==> src/rtl/paint_pkg.sv <==
// Shared FSM encoding, palette constants and reset-position helper
// for the cursor paint controller.
package paint_pkg;

    typedef enum logic [1:0] {
        IDLE  = 2'd0,
        MOVE  = 2'd1,
        WRITE = 2'd2
    } state_e;

    localparam int PAL_BITS = 24;

    localparam logic [PAL_BITS-1:0] PALETTE [8] = '{
        24'hFFFFFF,
        24'hFF0000,
        24'h00FF00,
        24'h0000FF,
        24'hFFFF00,
        24'h00FFFF,
        24'hFF00FF,
        24'h808080
    };

    function automatic int reset_pos(input int res);
        return res / 2;
    endfunction

endpackage

==> src/rtl/sat_add.sv <==
// Adds (or subtracts) a signed 8-bit delta to an unsigned position
// and clamps the result into 0..MAX.
module sat_add #(
    parameter int W   = 6,
    parameter int MAX = 63
) (
    input  logic [W-1:0] pos,
    input  logic [7:0]   delta,
    input  logic         sub,
    output logic [W-1:0] res
);
    localparam int SW = ((W > 8) ? W : 8) + 2;
    localparam logic signed [SW-1:0] MAX_S = SW'(MAX);

    logic signed [SW-1:0] p_s;
    logic signed [SW-1:0] d_s;
    logic signed [SW-1:0] sum;

    always_comb begin
        p_s = $signed({{(SW-W){1'b0}}, pos});
        d_s = $signed({{(SW-8){delta[7]}}, delta});
        sum = sub ? (p_s - d_s) : (p_s + d_s);
        if (sum[SW-1]) begin
            res = '0;
        end else if (sum > MAX_S) begin
            res = W'(MAX);
        end else begin
            res = sum[W-1:0];
        end
    end
endmodule

==> src/rtl/cursor_paint_ctrl.sv <==
// Mouse-driven cursor with framebuffer paint writes.
// Build option PAINT_ERASE_EN: right button alone paints colour 0.
module cursor_paint_ctrl
    import paint_pkg::*;
#(
    parameter int H_RES      = 64,
    parameter int V_RES      = 64,
    parameter int COLOR_BITS = 24
) (
    input  logic                           clk,
    input  logic                           reset,
    input  logic                           pkt_valid,
    input  logic                           btn_left,
    input  logic                           btn_right,
    input  logic                           btn_middle,
    input  logic [7:0]                     delta_x,
    input  logic [7:0]                     delta_y,
    output logic [$clog2(H_RES)-1:0]       cursor_x,
    output logic [$clog2(V_RES)-1:0]       cursor_y,
    output logic                           wr_req,
    output logic [$clog2(H_RES*V_RES)-1:0] wr_addr,
    output logic [COLOR_BITS-1:0]          wr_data,
    input  logic                           wr_ack,
    output logic                           busy,
    output logic                           pkt_drop
);
    localparam int XW = $clog2(H_RES);
    localparam int YW = $clog2(V_RES);
    localparam int AW = $clog2(H_RES*V_RES);

    state_e          state_q, state_d;
    logic            btn_l_q, btn_l_d;
    logic            btn_r_q, btn_r_d;
    logic            btn_m_q, btn_m_d;
    logic [7:0]      dx_q, dx_d;
    logic [7:0]      dy_q, dy_d;
    logic [XW-1:0]   x_q, x_d;
    logic [YW-1:0]   y_q, y_d;
    logic [2:0]      pal_q, pal_d;
    logic            prev_m_q, prev_m_d;
    logic            wr_req_q, wr_req_d;
    logic [AW-1:0]   wr_addr_q, wr_addr_d;
    logic [COLOR_BITS-1:0] wr_data_q, wr_data_d;
    logic            drop_q, drop_d;

    logic [XW-1:0]   new_x;
    logic [YW-1:0]   new_y;
    logic [2:0]      pal_next;
    logic [AW-1:0]   pix_addr;
    logic            erase;

    sat_add #(.W(XW), .MAX(H_RES-1)) u_sat_x (
        .pos   (x_q),
        .delta (dx_q),
        .sub   (1'b0),
        .res   (new_x)
    );

    // Mouse Y grows upward, screen Y grows downward.
    sat_add #(.W(YW), .MAX(V_RES-1)) u_sat_y (
        .pos   (y_q),
        .delta (dy_q),
        .sub   (1'b1),
        .res   (new_y)
    );

`ifdef PAINT_ERASE_EN
    assign erase = btn_r_q && !btn_l_q;
`else
    logic unused_btn_r;
    assign unused_btn_r = btn_r_q;
    assign erase = 1'b0;
`endif

    assign pal_next = (btn_m_q && !prev_m_q) ? pal_q + 3'd1 : pal_q;
    assign pix_addr = AW'(new_y) * AW'(H_RES) + AW'(new_x);

    always_comb begin
        state_d   = state_q;
        btn_l_d   = btn_l_q;
        btn_r_d   = btn_r_q;
        btn_m_d   = btn_m_q;
        dx_d      = dx_q;
        dy_d      = dy_q;
        x_d       = x_q;
        y_d       = y_q;
        pal_d     = pal_q;
        prev_m_d  = prev_m_q;
        wr_req_d  = wr_req_q;
        wr_addr_d = wr_addr_q;
        wr_data_d = wr_data_q;
        drop_d    = pkt_valid && (state_q != IDLE);
        unique case (state_q)
            IDLE: begin
                if (pkt_valid) begin
                    btn_l_d = btn_left;
                    btn_r_d = btn_right;
                    btn_m_d = btn_middle;
                    dx_d    = delta_x;
                    dy_d    = delta_y;
                    state_d = MOVE;
                end
            end
            MOVE: begin
                x_d      = new_x;
                y_d      = new_y;
                pal_d    = pal_next;
                prev_m_d = btn_m_q;
                if (btn_l_q || erase) begin
                    state_d   = WRITE;
                    wr_req_d  = 1'b1;
                    wr_addr_d = pix_addr;
                    wr_data_d = erase ? '0 :
                        COLOR_BITS'(PALETTE[pal_next]);
                end else begin
                    state_d = IDLE;
                end
            end
            WRITE: begin
                if (wr_ack) begin
                    wr_req_d = 1'b0;
                    state_d  = IDLE;
                end
            end
            default: state_d = IDLE;
        endcase
    end

    always_ff @(posedge clk) begin
        if (reset) begin
            state_q   <= IDLE;
            btn_l_q   <= 1'b0;
            btn_r_q   <= 1'b0;
            btn_m_q   <= 1'b0;
            dx_q      <= '0;
            dy_q      <= '0;
            x_q       <= XW'(reset_pos(H_RES));
            y_q       <= YW'(reset_pos(V_RES));
            pal_q     <= '0;
            prev_m_q  <= 1'b0;
            wr_req_q  <= 1'b0;
            wr_addr_q <= '0;
            wr_data_q <= '0;
            drop_q    <= 1'b0;
        end else begin
            state_q   <= state_d;
            btn_l_q   <= btn_l_d;
            btn_r_q   <= btn_r_d;
            btn_m_q   <= btn_m_d;
            dx_q      <= dx_d;
            dy_q      <= dy_d;
            x_q       <= x_d;
            y_q       <= y_d;
            pal_q     <= pal_d;
            prev_m_q  <= prev_m_d;
            wr_req_q  <= wr_req_d;
            wr_addr_q <= wr_addr_d;
            wr_data_q <= wr_data_d;
            drop_q    <= drop_d;
        end
    end

    assign cursor_x = x_q;
    assign cursor_y = y_q;
    assign wr_req   = wr_req_q;
    assign wr_addr  = wr_addr_q;
    assign wr_data  = wr_data_q;
    assign busy     = (state_q != IDLE);
    assign pkt_drop = drop_q;
endmodule

==> config.mk <==
export PLATFORM = sky130hd
export DESIGN_NAME = cursor_paint_ctrl
export DESIGN_NICKNAME = d
export VERILOG_FILES = /design/src/rtl/paint_pkg.sv /design/src/rtl/sat_add.sv /design/src/rtl/cursor_paint_ctrl.sv
export SDC_FILE = /design/constraint.sdc
export NUM_CORES = 1
export LEC_CHECK = 0
export CORE_MARGIN = 1.5
export CORE_UTILIZATION = 27
export CTS_CLUSTER_DIAMETER = 40
export CTS_CLUSTER_SIZE = 24
export DETAILED_ROUTE_END_ITERATION = 12
export GPL_ROUTABILITY_DRIVEN = 0
export PLACE_DENSITY = 0.48
export SYNTH_ARGS = -nofsm -noshare
export SYNTH_HDL_FRONTEND = slang
export SYNTH_SLANG_ARGS = --single-unit
==> constraint.sdc <==
create_clock -name clk -period 2.45 [get_ports clk]
set_input_delay 0.49 -clock clk [delete_from_list [all_inputs] [get_ports clk]]
set_output_delay 0.49 -clock clk [all_outputs]
set_load 0.01 [all_outputs]
## Yosys cells after proc, flatten, opt, wreduce, memory -nomap -nowiden

Memories as Yosys holds them, arrays and structs flattened. A register that Yosys moved wholly into a read port is not among the register bits.
Cells that the tools add are included.

| cells by class | value |
|---|---|
| magnitude comparators | 2 |
| bitwise logic cells | 1 |
| reduce and logical (&&, ||, !) cells | 10 |
| mux-type cells | 12 |
| equal/unequal tests | 5 |
| add/subtract/negate cells | 4 |

Operators with widths:

| kind | number |
|---|---|
| $mux 6 | 4 |
| $gt 10x7->1 const B | 2 |
| $add 12x6->12 | 1 |
| $add 7x8->9 | 1 |
| $sub 7x8->9 | 1 |
| $mux 2 | 3 |
| $ne 2x2->1 const B | 3 |
| $pmux 2 s3 | 1 |
| $reduce_and 2->1 | 3 |
| $not 3->4 | 1 |
| $reduce_bool 2->1 | 2 |
| $add 3x1->3 const B | 1 |
| $mux 3 | 1 |
| $reduce_and 3->1 | 1 |
| $eq 2x1->1 const B | 1 |
| $eq 2x2->1 const B | 1 |
| $logic_and 1x1->1 | 2 |
| $logic_not 2->1 | 1 |
| $mux 1 | 2 |
| $pmux 1 s2 | 1 |
| $logic_not 1->1 | 1 |

| word-level totals | value |
|---|---|
| flip-flop bits (word level) | 50 |
| memory bits (read-only) | 192 |
| memories | 1 |

Memories:

| memory | depth | width | rd ports | clocked after memory_dff | wr ports | line | text |
|---|---|---|---|---|---|---|---|
| (no name shown) | 8 | 24 | 1 | 1 | 0 | cursor_paint_ctrl.sv:114 | `COLOR_BITS'(PALETTE[pal_next]);` |

## Logic depth before layout (Yosys ltp)

Gate-level depths: netlist of the first run.

| logic depth | value |
|---|---|
| depth in word-level cells | 5 |
| mapped depth | 9 |

## Modules after synthesis

A second synthesis of the first run with hierarchy kept.

| second synthesis, totals | value |
|---|---|
| cells, all modules | 422 |
| area total of the unflattened synthesis | 3485.8 µm² |

By module, submodules not included:

| module | area each (µm²) | instances | cells an instance | sequential area each (µm²) |
|---|---|---|---|---|
| cursor_paint_ctrl | 2342.2 | 1 | 282 | 1121.1 |
| sat_add | 571.8 | 2 | 70 | 0.0 |

## Worst setup path before layout of the first run

Ideal clock, no wire load.

| path | value |
|---|---|
| path type | register -> register |
| start | reg y_q[0] (netlist: cursor_y[0]) |
| end | reg y_q[2] (netlist: cursor_y[2]) |
| setup time | 0.122 ns |
| slack | 0.118 ns |
| arrival time | 2.211 ns |
| cell stages (with the launch flop) | 10 |
| data required time | 2.328 ns |
| path buffers | 0 |
| path through | dfxtp_1 > inv_1 > ha_1 > fa_1 > nor2b_4 > o2111ai_2 > nor4_2 > nor2_1 > o21a_2 > a221o_1 |

| on the way | value |
|---|---|
| longest elaborated chain between the ends | 4 |

Ends and longest elaborated chain:

| element | line | text |
|---|---|---|
| start: declaration | cursor_paint_ctrl.sv:38 | `logic [YW-1:0] y_q, y_d;` |
| start signal: assignment | cursor_paint_ctrl.sv:138 | `y_q <= YW'(reset_pos(V_RES));` |
| start signal: assignment | cursor_paint_ctrl.sv:153 | `y_q <= y_d;` |
| $sub 7x8->9 (*) | sat_add.sv:22 | `sum = sub ? (p_s - d_s) : (p_s + d_s);` |
| $gt 10x7->1 | sat_add.sv:25 | `end else if (sum > MAX_S) begin` |
| $mux 6 | sat_add.sv:25 |  |
| $mux 6 (*) | sat_add.sv:23 | `if (sum[SW-1]) begin` |

Every way passes the cells marked *; elsewhere a longest branch is shown, timed or not.
A chain may end at the register's enable or synchronous reset.

## Worst setup path after layout of the first run

| path | value |
|---|---|
| start | reg y_q[0] (netlist: cursor_y[0]) |
| end | reg wr_addr_q[11] (netlist: wr_addr[11]) |

| on the way | value |
|---|---|
| longest elaborated chain between the ends | 5 |

Ends and longest elaborated chain:

| element | line | text |
|---|---|---|
| $sub 7x8->9 (*) | sat_add.sv:22 |  |
| $gt 10x7->1 | sat_add.sv:25 |  |
| $mux 6 | sat_add.sv:25 |  |
| $mux 6 (*) | sat_add.sv:23 |  |
| $add 12x6->12 (*) | cursor_paint_ctrl.sv:76 | `assign pix_addr = AW'(new_y) * AW'(H_RES) + AW'(new_x);` |
| end signal: assignment | cursor_paint_ctrl.sv:157 | `wr_addr_q <= wr_addr_d;` |
| end: declaration | cursor_paint_ctrl.sv:42 | `logic [AW-1:0] wr_addr_q, wr_addr_d;` |

Marked as above.

==> out/metrics.yaml, run 1 <==
cells_and_area:
  drive_gt1_frac: 0.115
  fin_nets: 458
  area.growth.synth_to_final_pct: 30.9
  diodes: 0
  fillCellCount: 1154
  final_cell_count_no_fill: 557
drt:
  antenna_left: 0
  wl_per_cell_um: 13.5
  totalWireLength_um: 7540
  vias_per_cell: 4.73
  vias: 2637
  drc_errors: 0
  drtPass1Iterations: 5
  drt_iter0_drc: 85
cts:
  cts-buffers-inserted: 5
  cts.sinks: 56
  cts_hold_buf: 0
  postCtsSetupBuffers: 0
  path_clk_slew_ns: 0.07
  root_buffer: "clkbuf_16"
  insertion_delay_ns: 0.29
  post_cts_resized: 0
  clockBufferDepth: 2
  cts_max_level: 2
  tritoncts: "done"
worst_hold_path:
  whs_path_depth: 2
  hold_path_end: "dy_q[4]"
  min-delay-path-class: "reg -> reg"
  worstHoldStart: "dy_q[4]"
global_routing:
  grt_pass1_vias: 2422
  grt-ovfl-total: 0
  grt_first_pass_wirelength_um: 12100
  grt_max_degree: 19
  grt_util_all_layers: 0.130
  antenna_found_initial: 0
worst_setup_path:
  setup.worst_path.end_class: "flip-flop"
  worstPathMaxFanout: 6
  crit_type: "reg -> reg"
  start_kind: "flip-flop"
  rr_worst_depth: 9
  timing.rr.start: "cursor_y[0]"
  critical_path_required_ns: 2.66
  cp.arrival_ns: 2.55
  r2r_end: "wr_addr[11]"
  rrSetupSlack_ns: 0.12
pwr:
  p_leak_nw: 1.51
  irDropWorstVdd_mv: 0.253
  power_mw: 2.30
  power.density_nw_per_um2: 575
placement:
  dp_hpwl_um: 5710
  portBuffers: 72
  place_inst: 549
  place_ws_ns: 0.0970
sta:
  rsz0062_at_grt: "no"
  max_freq_mhz: 429
  final_hold_viol_count: 0
  setup_viol: 0
  min_period_ns: 2.33
  timing.final.ws_setup_ns: 0.117
  fin_setup_tns_ns: 0
  worst_pin_slew_ns: 0.638
  period_share: 0.952
  maxSlewViolCount: 0
  skew_ns: 0.00311
  maxSlewHeadroom: 0.574
flow_run:
  cap_viol_max_count: 0
synthesis:
  synth.distinct_cells: 53
  yosys-top-cells-area: "dfxtp_1, ha_1, nand2_1, a21oi_1, nor2_1"
  synthFlopType: "dfxtp_1"
  syn_avg_cell_area_um2: 8.51
  synth_seq_cells: 56
  syn_nets: 401
  synth_edf_count: 0
  synth_warnings: 0
  seq_area_frac_synth: 0.367
  async_flop_share: 0
  yosys.area.top_type_share: 0.367
  synth_area_um2: 3050
  syn_inst: 359
  yosysTopAreaCell: "dfxtp_1"
floorplanning:
  rows: 38
  start_util: 0.279
  die_area_um2: 12000
  ioPinCount: 74
  coreArea_um2: 10900
  die_y_um: 109
  die_w_um: 109
status:
  status: "complete, no violations"
[through the flow]
step	hold slack, ns	cell area, µm²	utilization
6_report	0.459	4000	0.366
5_1_grt	0.484	4000	0.366
4_1_cts	0.463	3980	0.364
3_5_place_dp	0.453	3830	0.351
3_3_place_gp	0.448	3830	0.351
2_1_floorplan	0.436	3050	-
[cells in the final DEF, fill, tap and decap left out, types with 3 or more instances in the layout]
cell,synthesis,final
a211oi_1,8,8
a21oi_1,33,32
a221o_1,5,5
buf_4,18,11
clkbuf_16,0,5
clkdlybuf4s50_1,0,72
dfxtp_1,56,56
ha_1,17,17
inv_1,17,17
nand2_1,51,51
nand2b_1,3,3
nand3_1,3,3
nor2_1,39,39
nor2b_1,8,8
nor3_1,9,8
o21a_1,4,4
o21ai_0,11,11
o221a_2,11,11
o31a_1,3,3
xnor2_1,8,8
xor2_1,3,3
[how the worst max path moves through the flow]
stage                      from           to  slack [ns]  cells after the start
detailed placement  cursor_x[0]  cursor_x[4]         0.1                      9
global route        cursor_x[0]   wr_addr[0]       0.002                      9
global placement    cursor_y[0]  cursor_y[1]        0.11                      9
CTS                 cursor_y[0]  cursor_y[1]        0.07                      9
finish              cursor_y[0]  wr_addr[11]        0.12                      9
floorplan           cursor_y[0]  cursor_y[2]        0.12                      9
[worst max-delay path: stages, from the launching register on]
cell and delay [ns]:
dfxtp_1 0.34, inv_1 0.06, ha_1 0.20, fa_1 0.44
nor2b_4 0.17, o2111a_2 0.23, nor3_1 0.07, o21ba_2 0.24
a21o_1 0.25, a311oi_2 0.24
[registers in the layout (all words and copies together) (netlist names)]
signal    flops
dx_q          8
dy_q          8
cursor_x      6
wr_data       6
wr_req        1
prev_m_q      1
state_q       2
pkt_drop      1
btn_m_q       1
btn_l_q       1
wr_addr      12
cursor_y      6
pal_q         3
[logic make-up (layout without fill, tap and decap cells)]
family	count (synthesis)	in the layout	synth area share
xor gates and xnor gates	11	11	0.0315
DFF	56	56	0.367
muxes	1	1	0.00328
adders and majority gates	19	19	0.0828
AOI/OAI and AO/OA	96	96	0.244
and+or+nand+nor	126	126	0.186
buffers and inverters	50	108	0.0856
[layout make-up]
| class | count | area, µm² | area share |
|---|---|---|---|
| clock inverter | 2 | 10.0 | 0.00250 |
| sequential | 56 | 1120 | 0.280 |
| clock buffer | 6 | 139 | 0.0347 |
| tap | 140 | 175 | 0.0438 |
| inverter | 17 | 63.8 | 0.0160 |
| multi-input combinational | 253 | 1690 | 0.422 |
| timing repair buffer | 83 | 803 | 0.201 |
[layer usage]
metal / share of wire / global-route usage
met5: 0 / 0
met4: 0.012 / 0.0362
met1: 0.50 / 0.180
met3: 0.041 / 0.0279
met2: 0.45 / 0.204
[report_power, final]
part | switching (mW) | total (mW) | internal (mW)
combinational | 0.296 | 0.561 | 0.265
sequential | 0.0422 | 0.997 | 0.955
clock | 0.338 | 0.742 | 0.405
[cell usage after synthesis, types with 2 or more instances]
library cell	count
ha_1	17
o221a_2	11
nand2_2	2
o21a_1	4
o221a_1	2
dfxtp_1	56
nor3_1	9
nor2_1	39
buf_2	5
a21o_1	2
buf_4	18
nand3_1	3
clkbuf_1	9
o31a_1	3
o21ai_0	11
o31ai_1	2
a221o_1	5
fa_1	2
xnor2_1	8
nor2b_1	8
or2_2	2
xor2_1	3
nand2_1	51
inv_1	17
a211oi_1	8
a21oi_1	33
nand2b_1	3
(Power assumes the default switching activity.)
==> run 2: changes to the inputs <==
--- a/config.mk
+++ b/config.mk
@@ -7,6 +7,7 @@
 export LEC_CHECK = 0
 export CORE_MARGIN = 1.5
 export CORE_UTILIZATION = 27
+export CTS_BUF_LIST = sky130_fd_sc_hd__clkbuf_4 sky130_fd_sc_hd__clkbuf_8 sky130_fd_sc_hd__clkbuf_16
 export CTS_CLUSTER_DIAMETER = 40
 export CTS_CLUSTER_SIZE = 24
 export DETAILED_ROUTE_END_ITERATION = 12
==> results of run 2 <==
No change in the layout: final DEF, timing and power equal those of run 1.
